===== src/rtl/tdc_therm_stim.sv =====
// tdc_therm_stim: command-driven thermometer-code stimulus for the ones-counter; TDC_BUBBLE_EN adds bubble injection.
module tdc_therm_stim #(
  parameter int WIDTH = 90,
  parameter int CW    = 8
) (
  input  logic             clk,
  input  logic             rst,
  input  logic             cmd_valid,
  output logic             cmd_ready,
  input  logic             cmd_mode,
  input  logic [CW-1:0]    cmd_start,
  input  logic [CW-1:0]    cmd_stop,
  input  logic [CW-1:0]    cmd_hold,
  input  logic             abort,
`ifdef TDC_BUBBLE_EN
  input  logic             bubble_en,
  input  logic [6:0]       bubble_pos,
`endif
  output logic [WIDTH-1:0] Q,
  output logic [CW-1:0]    Q_cnt,
  output logic             Q_valid,
  output logic             busy,
  output logic             done
);
  typedef enum logic [1:0] {IDLE, SINGLE, SWEEP} state_t;
  state_t st, st_n;
  logic [CW-1:0] stop_r, hold_r, hcnt, stop_n, hold_n, hcnt_n, code_n, s_c, e_c, h_c;
  logic dn, dn_n, done_n, valid_n;
  logic [WIDTH-1:0] bub;
  function automatic logic [WIDTH-1:0] therm(input logic [CW-1:0] k);
    logic [WIDTH-1:0] t;
    for (int i = 0; i < WIDTH; i++) t[i] = CW'(i) < k;
    return t;
  endfunction
  assign cmd_ready = st == IDLE;
  assign s_c = cmd_start > CW'(WIDTH) ? CW'(WIDTH) : cmd_start;
  assign e_c = cmd_stop > CW'(WIDTH) ? CW'(WIDTH) : cmd_stop;
  assign h_c = cmd_hold == '0 ? CW'(1) : cmd_hold;
`ifdef TDC_BUBBLE_EN
  assign bub = (bubble_en && bubble_pos < 7'(WIDTH)) ? {{(WIDTH-1){1'b0}}, 1'b1} << bubble_pos : '0;
`else
  assign bub = '0;
`endif
  always_comb begin
    st_n = st;
    code_n = Q_cnt;
    stop_n = stop_r;
    hold_n = hold_r;
    hcnt_n = hcnt;
    dn_n = dn;
    done_n = 1'b0;
    if (st == IDLE) begin
      if (cmd_valid && !abort) begin
        st_n = cmd_mode ? SWEEP : SINGLE;
        code_n = s_c;
        stop_n = e_c;
        dn_n = e_c < s_c;
        hold_n = h_c;
        hcnt_n = h_c - CW'(1);
      end
    end else if (abort) begin
      st_n = IDLE;
      code_n = '0;
    end else if (hcnt != '0) begin
      hcnt_n = hcnt - CW'(1);
    end else if (st == SINGLE || Q_cnt == stop_r) begin
      st_n = IDLE;
      code_n = '0;
      done_n = 1'b1;
    end else begin
      code_n = dn ? Q_cnt - CW'(1) : Q_cnt + CW'(1);
      hcnt_n = hold_r - CW'(1);
    end
    valid_n = st_n != IDLE;
  end
  always_ff @(posedge clk) begin
    if (rst) begin
      st <= IDLE;
      Q <= '0;
      Q_cnt <= '0;
      Q_valid <= 1'b0;
      busy <= 1'b0;
      done <= 1'b0;
      stop_r <= '0;
      hold_r <= '0;
      hcnt <= '0;
      dn <= 1'b0;
    end else begin
      st <= st_n;
      Q <= valid_n ? therm(code_n) ^ bub : '0;
      Q_cnt <= code_n;
      Q_valid <= valid_n;
      busy <= valid_n;
      done <= done_n;
      stop_r <= stop_n;
      hold_r <= hold_n;
      hcnt <= hcnt_n;
      dn <= dn_n;
    end
  end
endmodule


===== config.mk =====
export PLATFORM = sky130hd
export DESIGN_NAME = tdc_therm_stim
export DESIGN_NICKNAME = d
export VERILOG_FILES = /design/src/rtl/tdc_therm_stim.sv
export SDC_FILE = /design/constraint.sdc
export NUM_CORES = 1
export LEC_CHECK = 0
export BUFFER_PORTS_ARGS = -buffer_cell sky130_fd_sc_hd__buf_2
export CORE_MARGIN = 1.5
export CORE_UTILIZATION = 31
export CTS_BUF_LIST = sky130_fd_sc_hd__clkbuf_8
export DETAILED_ROUTE_END_ITERATION = 6
export PLACE_DENSITY = 0.55
export SYNTH_ARGS = -nofsm -noshare
export SYNTH_HDL_FRONTEND = slang
export SYNTH_SLANG_ARGS = --single-unit

===== constraint.sdc =====
create_clock -name clk -period 3.42 [get_ports clk]
set_input_delay 0.171 -clock clk [delete_from_list [all_inputs] [get_ports clk]]
set_output_delay 0.171 -clock clk [all_outputs]
set_load 0.01 [all_outputs]

==> Word level (Yosys, flattened, before mapping) <==
Cells that the tools add are included.
{ "word_totals": {"inputBits": 29, "out_inout_bits": 102, "reg_bits": 127, "wordCells": 145} }
{ "op_classes": {"reduce_logical": 11, "order_cmp": 93, "eq_ne": 5, "n_mux": 21, "addsub": 5, "bitwise": 1} }
{ "op_table": {"columns": ["operator", "count"], "rows": [
  ["6-bit by 8-bit < comparator with 1-bit output, first input constant", 32],
  ["7-bit by 8-bit < comparator with 1-bit output, first input constant", 26],
  ["5-bit by 8-bit < comparator with 1-bit output, first input constant", 16],
  ["8-bit two-way mux", 14],
  ["4-bit by 8-bit < comparator with 1-bit output, first input constant", 8],
  ["3-bit by 8-bit < comparator with 1-bit output, first input constant", 4],
  ["8-bit by 1-bit subtractor with 8-bit output, second input constant", 4],
  ["8-bit by 7-bit greater-than comparator with 1-bit output, second input constant", 2],
  ["1-bit by 8-bit < comparator with 1-bit output, first input constant", 2],
  ["2-bit by 8-bit < comparator with 1-bit output, first input constant", 2],
  ["2-bit two-way mux", 6],
  ["8-bit by 1-bit adder with 8-bit output, second input constant", 1],
  ["8-bit == test", 1],
  ["8-bit zero test", 1],
  ["8-bit < comparator", 1],
  ["8-bit nonzero test", 1],
  ["4-bit OR reduction", 1],
  ["3-bit != test, second input constant", 1],
  ["3-bit AND reduction", 1],
  ["2-bit by 1-bit == test with 1-bit output, second input constant", 1],
  ["2-bit zero test", 1],
  ["2-bit by 1-bit != test with 1-bit output, second input constant", 1],
  ["2-bit != test, second input constant", 1],
  ["2-bit AND reduction", 1],
  ["other kinds (7)", 7]
]} }

==> Depth between registers and ports, before layout <==
Gate-level depths: netlist (run 1).
{ "logic_depth": {"word_depth": 9, "depth_mapped": 12, "ltp_nobuf": 11} }

==> Worst setup path before layout (run 1) <==
No wires, ideal clock.
{ "synth_path": {"path_type": "reg-to-reg", "from": "reg dn", "to": "reg Q[22]", "slack_ps": 357, "required_ps": 3290, "arrival_ps": 2933, "path_buffers": 1, "setup_time_ps": 130, "period_less_slack_ps": 3063, "path_stages_with_launch": 10, "cell_sequence": "dfxtp_1 -> ha_1 -> and2_4 -> a221o_1 -> or3_1 -> a311o_2 -> or2_4 -> o31ai_4 -> buf_6 -> a21oi_1"} }
{ "synth_between": {"elab_chain_len": 6} }
{ "synth_lines": {"columns": ["item", "line", "source"], "rows": [
  ["start: declaration", "28", "logic dn, dn_n, done_n, valid_n;"],
  ["start signal: assignment", "98", "dn <= dn_n;"],
  ["8-bit two-way mux", "71", "code_n = dn ? Q_cnt - CW'(1) : Q_cnt + CW'(1);"],
  ["8-bit two-way mux", "66", "end else if (st == SINGLE || Q_cnt == stop_r) begin"],
  ["8-bit two-way mux", "64", "end else if (hcnt != '0) begin"],
  ["8-bit two-way mux", "61", "end else if (abort) begin"],
  ["8-bit two-way mux", "52", "if (st == IDLE) begin"],
  ["5-bit by 8-bit < comparator with 1-bit output", "32", "for (int i = 0; i < WIDTH; i++) t[i] = CW'(i) < k;"],
  ["end signal: assignment", "90", "Q <= valid_n ? therm(code_n) ^ bub : '0;"],
  ["end: declaration", "19", "output logic [WIDTH-1:0] Q,"]
]} }
Every way passes these cells.
A chain may end at the register's enable or synchronous reset.

==> Final worst setup path (run 1) <==
{ "layout_path": {"from": "reg Q_cnt[4]", "to": "reg Q[89]"} }
{ "layout_between": {"elab_chain_len": 9, "elab_cells_between_ends": 18, "cone_classes": "add/sub: 2; order compare: 1; eq/ne: 1; mux: 10; bitwise: 1; reduce/logical: 3"} }
{ "layout_lines": {"columns": ["item", "line", "source"], "rows": [
  ["start: declaration", "20", "output logic [CW-1:0] Q_cnt,"],
  ["start signal: assignment", "91", "Q_cnt <= code_n;"],
  ["branches (longest 9 deep; another with 8-bit by 1-bit adder with 8-bit output)", null, null]
]} }
Several ways; the timed one is not identified.

==> Implementation_results.wiki, run 1 <==
{| class="wikitable"
! Metric !! Value
|-
| Run status || completed
|-
| Time the worst path needs with I/O delays and setup || between 3000 and 4000 ps
|-
| Area delta synth->final || 28.19%
|-
| Mapped cell area || 0.005105 mm²
|-
| Final wirelength || roughly 15000 µm
|-
| Slack of the worst reg-to-reg path || 200 ps
|-
| Buffering stage count on the worst path with inverters included || 0
|-
| Proportion of synthesized flip-flops having asynchronous set or reset || 0
|-
| TritonCTS clock tree || done
|-
| CP peak stage delay || between 500 and 600 ps
|-
| Worst-Margin Slew || between 900 and 1000 ps
|-
| Crit path launch type || register
|-
| Switching fraction of total power || 0.3154
|-
| Kind of cell adding the most delay to the critical path || simple AND/OR/NAND/NOR gates
|-
| Number of design rule violations left after detail routing || 0
|-
| Total Die Area || approximately 0.017 mm²
|-
| # setup viols final || 0
|-
| Largest net degree at the start of global routing || 32
|-
| Clock buffer depth || 2
|-
| Peak clock frequency supported by timing || just over 300 MHz
|-
| Largest area contributor in the netlist || sky130_fd_sc_hd__dfxtp_1
|-
| Source of the worst register-to-register timing path || Q_cnt[4]
|-
| Antenna violations before repair || 0
|-
| Power per cell area || around 530 mW/mm²
|-
| GP Congestion || roughly 0.86
|-
| Total Neg Setup Slack || 0 ps
|-
| Post-synthesis area per instance || ~9.4 µm²
|-
| Reg clk slew, reported paths || 80 ps
|-
| Post-synth top area share || 0.4980
|-
| Root buf cell || sky130_fd_sc_hd__clkbuf_8
|-
| Largest fanout on the critical path || 10
|-
| Capturing element type of the critical path || register
|-
| Leading register cell type out of synthesis || sky130_fd_sc_hd__dfxtp_1
|-
| Warnings from Yosys || 0
|-
| Half-perimeter wire length after placement || ~11000 µm
|-
| Part of the power in combinational logic || 0.183
|-
| Max-slew violation count || 0
|-
| Starting utilization of the core area || 0.3190
|-
| Diodes inserted || 0
|-
| Gate Count Post-Synth || between 500 and 600
|-
| Global routing met1 resource utilization || 0.2287
|-
| Die height || approximately 130 µm
|-
| Worst Setup Path Type || register to register
|-
| Met3 usage || 0.04360
|-
| Filler instances || ~1600
|-
| Reported net switching power || 1.101 mW
|-
| Cell Rows || 46
|-
| Routed via count divided by cell count || between 4 and 5
|-
| Vias after detailed routing || 4562
|-
| Fin Clk Skew || approximately 17 ps
|-
| Crit path from || Q_cnt[4]
|-
| Worst EP arrival || about 3500 ps
|-
| Register share of total power || 0.458
|-
| Input/output buffers || 130
|-
| Antenna viol nets, final || 0
|-
| Number of sinks handled by clock tree synthesis || around 130
|-
| Number of nets at the end of the flow || between 700 and 800
|-
| Count of final hold-check violations || 0
|-
| Critical path cell sequence || ha_1, and2_4, a221o_1, or3_1, a311o_2, nand2b_1, nor3b_2, a21oi_1
|-
| Total leakage power || ~3 nW
|-
| Count of boundary I/O pins || 131
|-
| Synthesized Nets || between 500 and 600
|-
| Largest voltage drop on the vdd net || around 0.26 mV
|-
| Register bit total from synthesis || ~130
|-
| Clock insertion delay at the later pin of the skew report || 440 ps
|-
| Vias in the first global route || roughly 4400
|-
| Number of CTS-inserted buffers || 17
|-
| Total core area || 0.01600 mm²
|-
| Number of enable-type register cells in the synthesized netlist || 0
|-
| Sequential share of the synthesized area || 0.4980
|-
| Routed wirelength normalized by instance count || ~16 µm
|-
| Most common library cells after synthesis || 127 x sky130_fd_sc_hd__dfxtp_1, 100 x sky130_fd_sc_hd__a21oi_1, 49 x sky130_fd_sc_hd__nand2_1
|-
| Worst reg2reg path depth || 8
|-
| RSZ-0062 raised after global routing || no
|-
| Count of maximum capacitance violations || 0
|-
| Met2 usage || 0.2837
|-
| Tot GR Track Use || 0.1769
|-
| Pint || ~2.4 mW
|-
| Most frequent cell after synthesis || sky130_fd_sc_hd__dfxtp_1
|-
| Share of post-route cells with drive strength above 1 || 0.3037
|-
| Busiest layer in global routing || met2
|-
| Slew Limit Headroom || 0.3488
|-
| Initial DRC count || 295
|-
| Final worst path period share || 0.9424
|-
| Count of H-tree levels built during CTS || 4
|-
| Worst hold-check path type || input port to register
|-
| Clock network fraction of total power || 0.359
|-
| Total Power Consumption || around 3.5 mW
|-
| Horizontal die dimension || roughly 130 µm
|-
| Crit path required time || between 3000 and 4000 ps
|-
| Count of different cell masters after synthesis || between 70 and 80
|-
| CP endpoint || Q[89]
|-
| Logic depth of the worst setup path including buffers || 8
|-
| First-pass GRT wire length || 23880 µm
|-
| End of the worst register-to-register path || Q[89]
|-
| Total global routing overflow || 0
|-
| Slowest library cell on the worst path || sky130_fd_sc_hd__nor3b_2
|-
| Count of TritonRoute iterations in the first routing pass || 4
|-
| Synth area leaders || sky130_fd_sc_hd__dfxtp_1 50%, sky130_fd_sc_hd__a21oi_1 9.8%, sky130_fd_sc_hd__nand2_1 3.6%
|}
[final cells by class]
cell class | instances | area [µm²] | share of cell area
Sequential cell | 127 | 2544 | 0.3887
Clock inverter | 15 | 151.4 | 0.02314
Tap cell | 216 | 270.3 | 0.04130
Inverter | 17 | 63.81 | 0.009751
Clock buffer | 17 | 234.0 | 0.03576
Multi-Input combinational cell | 371 | 2380 | 0.3637
Timing Repair Buffer | 161 | 900.9 | 0.1377
[cell families (layout without fill, tap and decap cells)]
family / after synthesis / after routing / share of synthesized area
XOR/XNOR: 18 / 18 / 0.03088
AO/OA/AOI/OAI: 189 / 189 / 0.2326
other: 2 / 2 / 0.001471
AND/OR/NAND/NOR: 147 / 147 / 0.1588
adder cells (fa/ha/maj): 15 / 15 / 0.03775
flip-flops: 127 / 127 / 0.4980
buffers and inverters: 46 / 210 / 0.04044
[power by group through the flow]
stage                     Combinational, mW  Clock, mW  Sequential, mW
after CTS                             0.631       1.28            1.60
after detailed placement              0.623          0            1.63
after global placement                0.611          0            1.63
final                                 0.637       1.25            1.60
after floorplan                       0.361          0            1.65
after global routing                  0.700       1.35            1.61
[layer usage]
metal,vias to the layer above,part of all wire
met5,-,0
met4,0,0.018
met3,16,0.061
met2,163,0.46
met1,2140,0.47
li1,2243,-
[stage by stage]
stage / cell area [µm²] / std cells / hold WS (ps) / worst slack, ps / util
after floorplan: 5105 / 544 / 307.0 / 357.5 / -
after global placement: 6072 / 885 / 445.6 / 159.4 / 0.3795
after detailed placement: 6072 / 885 / 453.9 / 63.86 / 0.3795
after CTS: 6528 / 924 / 44.64 / 28.95 / 0.4080
after global routing: 6544 / 924 / 54.38 / 7.294 / 0.4090
final: 6544 / 924 / 65.49 / 197.1 / 0.4090
[flip-flops by register name (all words and copies together) (netlist names)]
register / count
Q: 90
Q_cnt: 8
hcnt: 8
hold_r: 8
stop_r: 8
st: 2
busy: 1
dn: 1
done: 1
[placed cells by master, fill, tap and decap left out, types with 7 or more instances in the layout]
cell / count
sky130_fd_sc_hd__o21ai_0: 24
sky130_fd_sc_hd__buf_2: 130
sky130_fd_sc_hd__inv_1: 15
sky130_fd_sc_hd__nand2_1: 49
sky130_fd_sc_hd__ha_1: 13
sky130_fd_sc_hd__nor2_1: 38
sky130_fd_sc_hd__dfxtp_1: 126
sky130_fd_sc_hd__dlygate4sd3_1: 7
sky130_fd_sc_hd__a21oi_1: 100
sky130_fd_sc_hd__clkbuf_8: 17
sky130_fd_sc_hd__a211oi_1: 14
sky130_fd_sc_hd__xnor2_1: 9
sky130_fd_sc_hd__buf_4: 24
sky130_fd_sc_hd__xor2_1: 9
sky130_fd_sc_hd__nor3_1: 7
[worst min-delay path by stage]
| stage | from | end | slack [ps] | depth (start not counted) |
|---|---|---|---|---|
| after floorplan | cmd_hold[1] | hold_r[1] | 310 | 2 |
| after global placement | cmd_hold[6] | hold_r[6] | 450 | 3 |
| after detailed placement | cmd_hold[1] | hold_r[1] | 450 | 3 |
| after CTS | cmd_mode | st[1] | 40 | 2 |
| after global routing | cmd_mode | st[1] | 50 | 2 |
| final | cmd_mode | st[1] | 70 | 2 |
[what timing repair did]
item                                    CTS  global route
gates resized for setup                   0             3
endpoints found under the setup margin    0            36
hold endpoints to repair                  7             0
buffers inserted                          0             0
hold buffers                              7             0
Note: power is estimated with default switching activity, not from simulation.
==> run 2: changes to the inputs <==
--- a/config.mk
+++ b/config.mk
@@ -6,11 +6,13 @@
 export NUM_CORES = 1
 export LEC_CHECK = 0
 export BUFFER_PORTS_ARGS = -buffer_cell sky130_fd_sc_hd__buf_2
+export CELL_PAD_IN_SITES_DETAIL_PLACEMENT = 1
+export CELL_PAD_IN_SITES_GLOBAL_PLACEMENT = 1
 export CORE_MARGIN = 1.5
 export CORE_UTILIZATION = 31
 export CTS_BUF_LIST = sky130_fd_sc_hd__clkbuf_8
 export DETAILED_ROUTE_END_ITERATION = 6
-export PLACE_DENSITY = 0.55
+export PLACE_DENSITY = 0.69
 export SYNTH_ARGS = -nofsm -noshare
 export SYNTH_HDL_FRONTEND = slang
 export SYNTH_SLANG_ARGS = --single-unit
==> Implementation_results.wiki, run 2 (synthesis gave the netlist of run 1 again) <==
{| class="wikitable"
! Metric !! Value
|-
| Run status || completed
|-
| Crit path from || dn
|-
| Min Hold Slack || between 60 and 70 ps
|-
| Register with the most flip-flops || Q
|-
| Clock buffer depth || 2
|-
| Wl on met1 || 7364 µm
|-
| Final wirelength || 16220 µm
|-
| GP Congestion || around 0.9
|-
| Routed via count divided by cell count || ~5.0
|-
| Total Power Consumption || between 3 and 4 mW
|-
| Count of placed standard cells in the final layout, fillers left out || roughly 930
|-
| Number of CTS-inserted buffers || 17
|-
| Area delta synth->final || 28.70%
|-
| TritonCTS clock tree || done
|-
| Cell Rows || 46
|-
| PnR worst setup slack || approximately 160 ps
|-
| RSZ-0062 raised after global routing || no
|-
| Place WS || -28.78 ps
|-
| Vias in the first global route || 4707
|-
| Number of nets at the end of the flow || 740
|-
| Initial DRC count || 250
|-
| Count of H-tree levels built during CTS || 4
|-
| Buffering stage count on the worst path with inverters included || 0
|-
| Half-perimeter wire length after placement || about 12000 µm
|-
| Slew Limit Headroom || 0.3790
|-
| Worst EP arrival || 3550 ps
|-
| Root buf cell || sky130_fd_sc_hd__clkbuf_8
|-
| Slowest library cell on the worst path || sky130_fd_sc_hd__o21ai_1
|-
| Logic depth of the worst setup path including buffers || 8
|-
| Worst-Margin Slew || slightly above 900 ps
|-
| Count of boundary I/O pins || between 100 and 150
|-
| Placed Instance Area || 0.006080 mm²
|-
| Total core area || around 0.016 mm²
|-
| Startpoint of the tightest hold check path || cmd_mode
|-
| Most frequent cells in the layout || 130 x sky130_fd_sc_hd__buf_2, 127 x sky130_fd_sc_hd__dfxtp_1, 100 x sky130_fd_sc_hd__a21oi_1
|-
| Number of cells in the design after placement || 886
|-
| Diodes inserted || 0
|-
| Capturing element type of the critical path || register
|-
| Critical path cell sequence || ha_1, and2_4, a221o_1, or3_1, a311o_2, o21a_1, o21ai_1, a21oi_1
|-
| Count of maximum capacitance violations || 0
|-
| Antenna violations before repair || 0
|-
| Number of sinks handled by clock tree synthesis || roughly 130
|-
| Tot GR Track Use || 0.1907
|-
| Largest fanout on the critical path || 11
|-
| End of the worst register-to-register path || Q[87]
|-
| Vias after detailed routing || 4595
|-
| Time the worst path needs with I/O delays and setup || between 3000 and 4000 ps
|-
| Antenna viol nets, final || 0
|-
| Fin Clk Skew || 12.03 ps
|-
| Total Die Area || about 0.017 mm²
|-
| Layout Cell Area excl Fill || ~0.0066 mm²
|-
| Length of routed met2 wiring || approximately 8000 µm
|-
| Crit path required time || about 3700 ps
|-
| Highest Signal Layer || met4
|-
| Worst reg2reg path depth || 8
|-
| Post-Route Utilization || 0.4106
|-
| Count of final hold-check violations || 0
|-
| # setup viols final || 0
|-
| Total Neg Setup Slack || 0 ps
|-
| Largest register FFs || 90
|-
| Kind of cell adding the most delay to the critical path || compound AO/OA/AOI/OAI gates
|-
| Largest net degree at the start of global routing || 32
|-
| Reg clk slew, reported paths || 90 ps
|-
| Most common cell after layout, fill and taps aside || sky130_fd_sc_hd__buf_2
|-
| Input/output buffers || 130
|-
| Source of the worst register-to-register timing path || dn
|-
| Die height || around 130 µm
|-
| CP endpoint || Q[87]
|-
| Worst Setup Path Type || register to register
|-
| Total global routing overflow || 0
|-
| Clock insertion delay at the later pin of the skew report || between 400 and 500 ps
|-
| Crit path launch type || register
|-
| Max-slew violation count || 0
|-
| Share of post-route cells with drive strength above 1 || 0.3056
|-
| CP peak stage delay || approximately 650 ps
|-
| Slack of the worst reg-to-reg path || approximately 160 ps
|-
| Final worst path period share || 0.9543
|-
| Peak clock frequency supported by timing || just over 300 MHz
|-
| Count of TritonRoute iterations in the first routing pass || 4
|-
| Number of design rule violations left after detail routing || 0
|-
| Routed wirelength normalized by instance count || 17.51 µm
|-
| First-pass GRT wire length || ~26000 µm
|-
| Power per cell area || 533.8 mW/mm²
|-
| Starting utilization of the core area || 0.3190
|-
| Total leakage power || 3.057 nW
|-
| Worst hold-check path type || input port to register
|-
| Total length of routed met3 wires || ~740 µm
|-
| Largest voltage drop on the vdd net || about 0.23 mV
|-
| Horizontal die dimension || between 100 and 150 µm
|}
run 2: timing repair:
item / CTS / global route
resized for setup: 1 / 3
setup buffers: 0 / 1
hold buffers: 7 / 0
pin swaps: 0 / 2
endpoints found under the setup margin: 14 / 35
endpoints found under the hold margin: 7 / 0
run 2: worst min path at each step:
stage           endpoint  slack, ps  depth (start not counted)
5_1_grt            st[1]         70                          2
3_3_place_gp   hold_r[6]        440                          3
4_1_cts            st[1]         50                          2
2_1_floorplan  hold_r[1]        310                          2
3_5_place_dp   hold_r[6]        450                          3
6_report           st[1]         70                          2
run 2: final cells by class:
cell class,instances,area (µm²)
Fill cell,1937,9430
Sequential cell,127,2542
Multi-Input combinational cell,371,2389
Timing Repair Buffer,163,928.4
Tap cell,216,270.3
Clock buffer,17,234.0
Clock inverter,15,142.6
Inverter,17,63.81
run 2: power by group:
| group | switching (mW) | total (mW) | internal, mW | leakage (nW) |
|---|---|---|---|---|
| Combinational | 0.407 | 0.655 | 0.248 | 1.84 |
| Clock | 0.711 | 1.25 | 0.538 | 0.189 |
| Sequential | 0.0493 | 1.60 | 1.55 | 1.03 |
run 2: worst reg2reg max path, delay by kind of cell, from the launching register on:
family / cells / cell delay, ps
adder cells (fa/ha/maj): 1 / 340
AO/OA/AOI/OAI: 5 / 1760
AND/OR/NAND/NOR: 2 / 560
flip-flops: 1 / 450
run 2: layer usage:
layer | vias up | GRT usage
met4 | 0 | 0.06173
li1 | 2246 | -
met2 | 126 | 0.3286
met1 | 2208 | 0.2428
met3 | 15 | 0.03164
met5 | - | 0
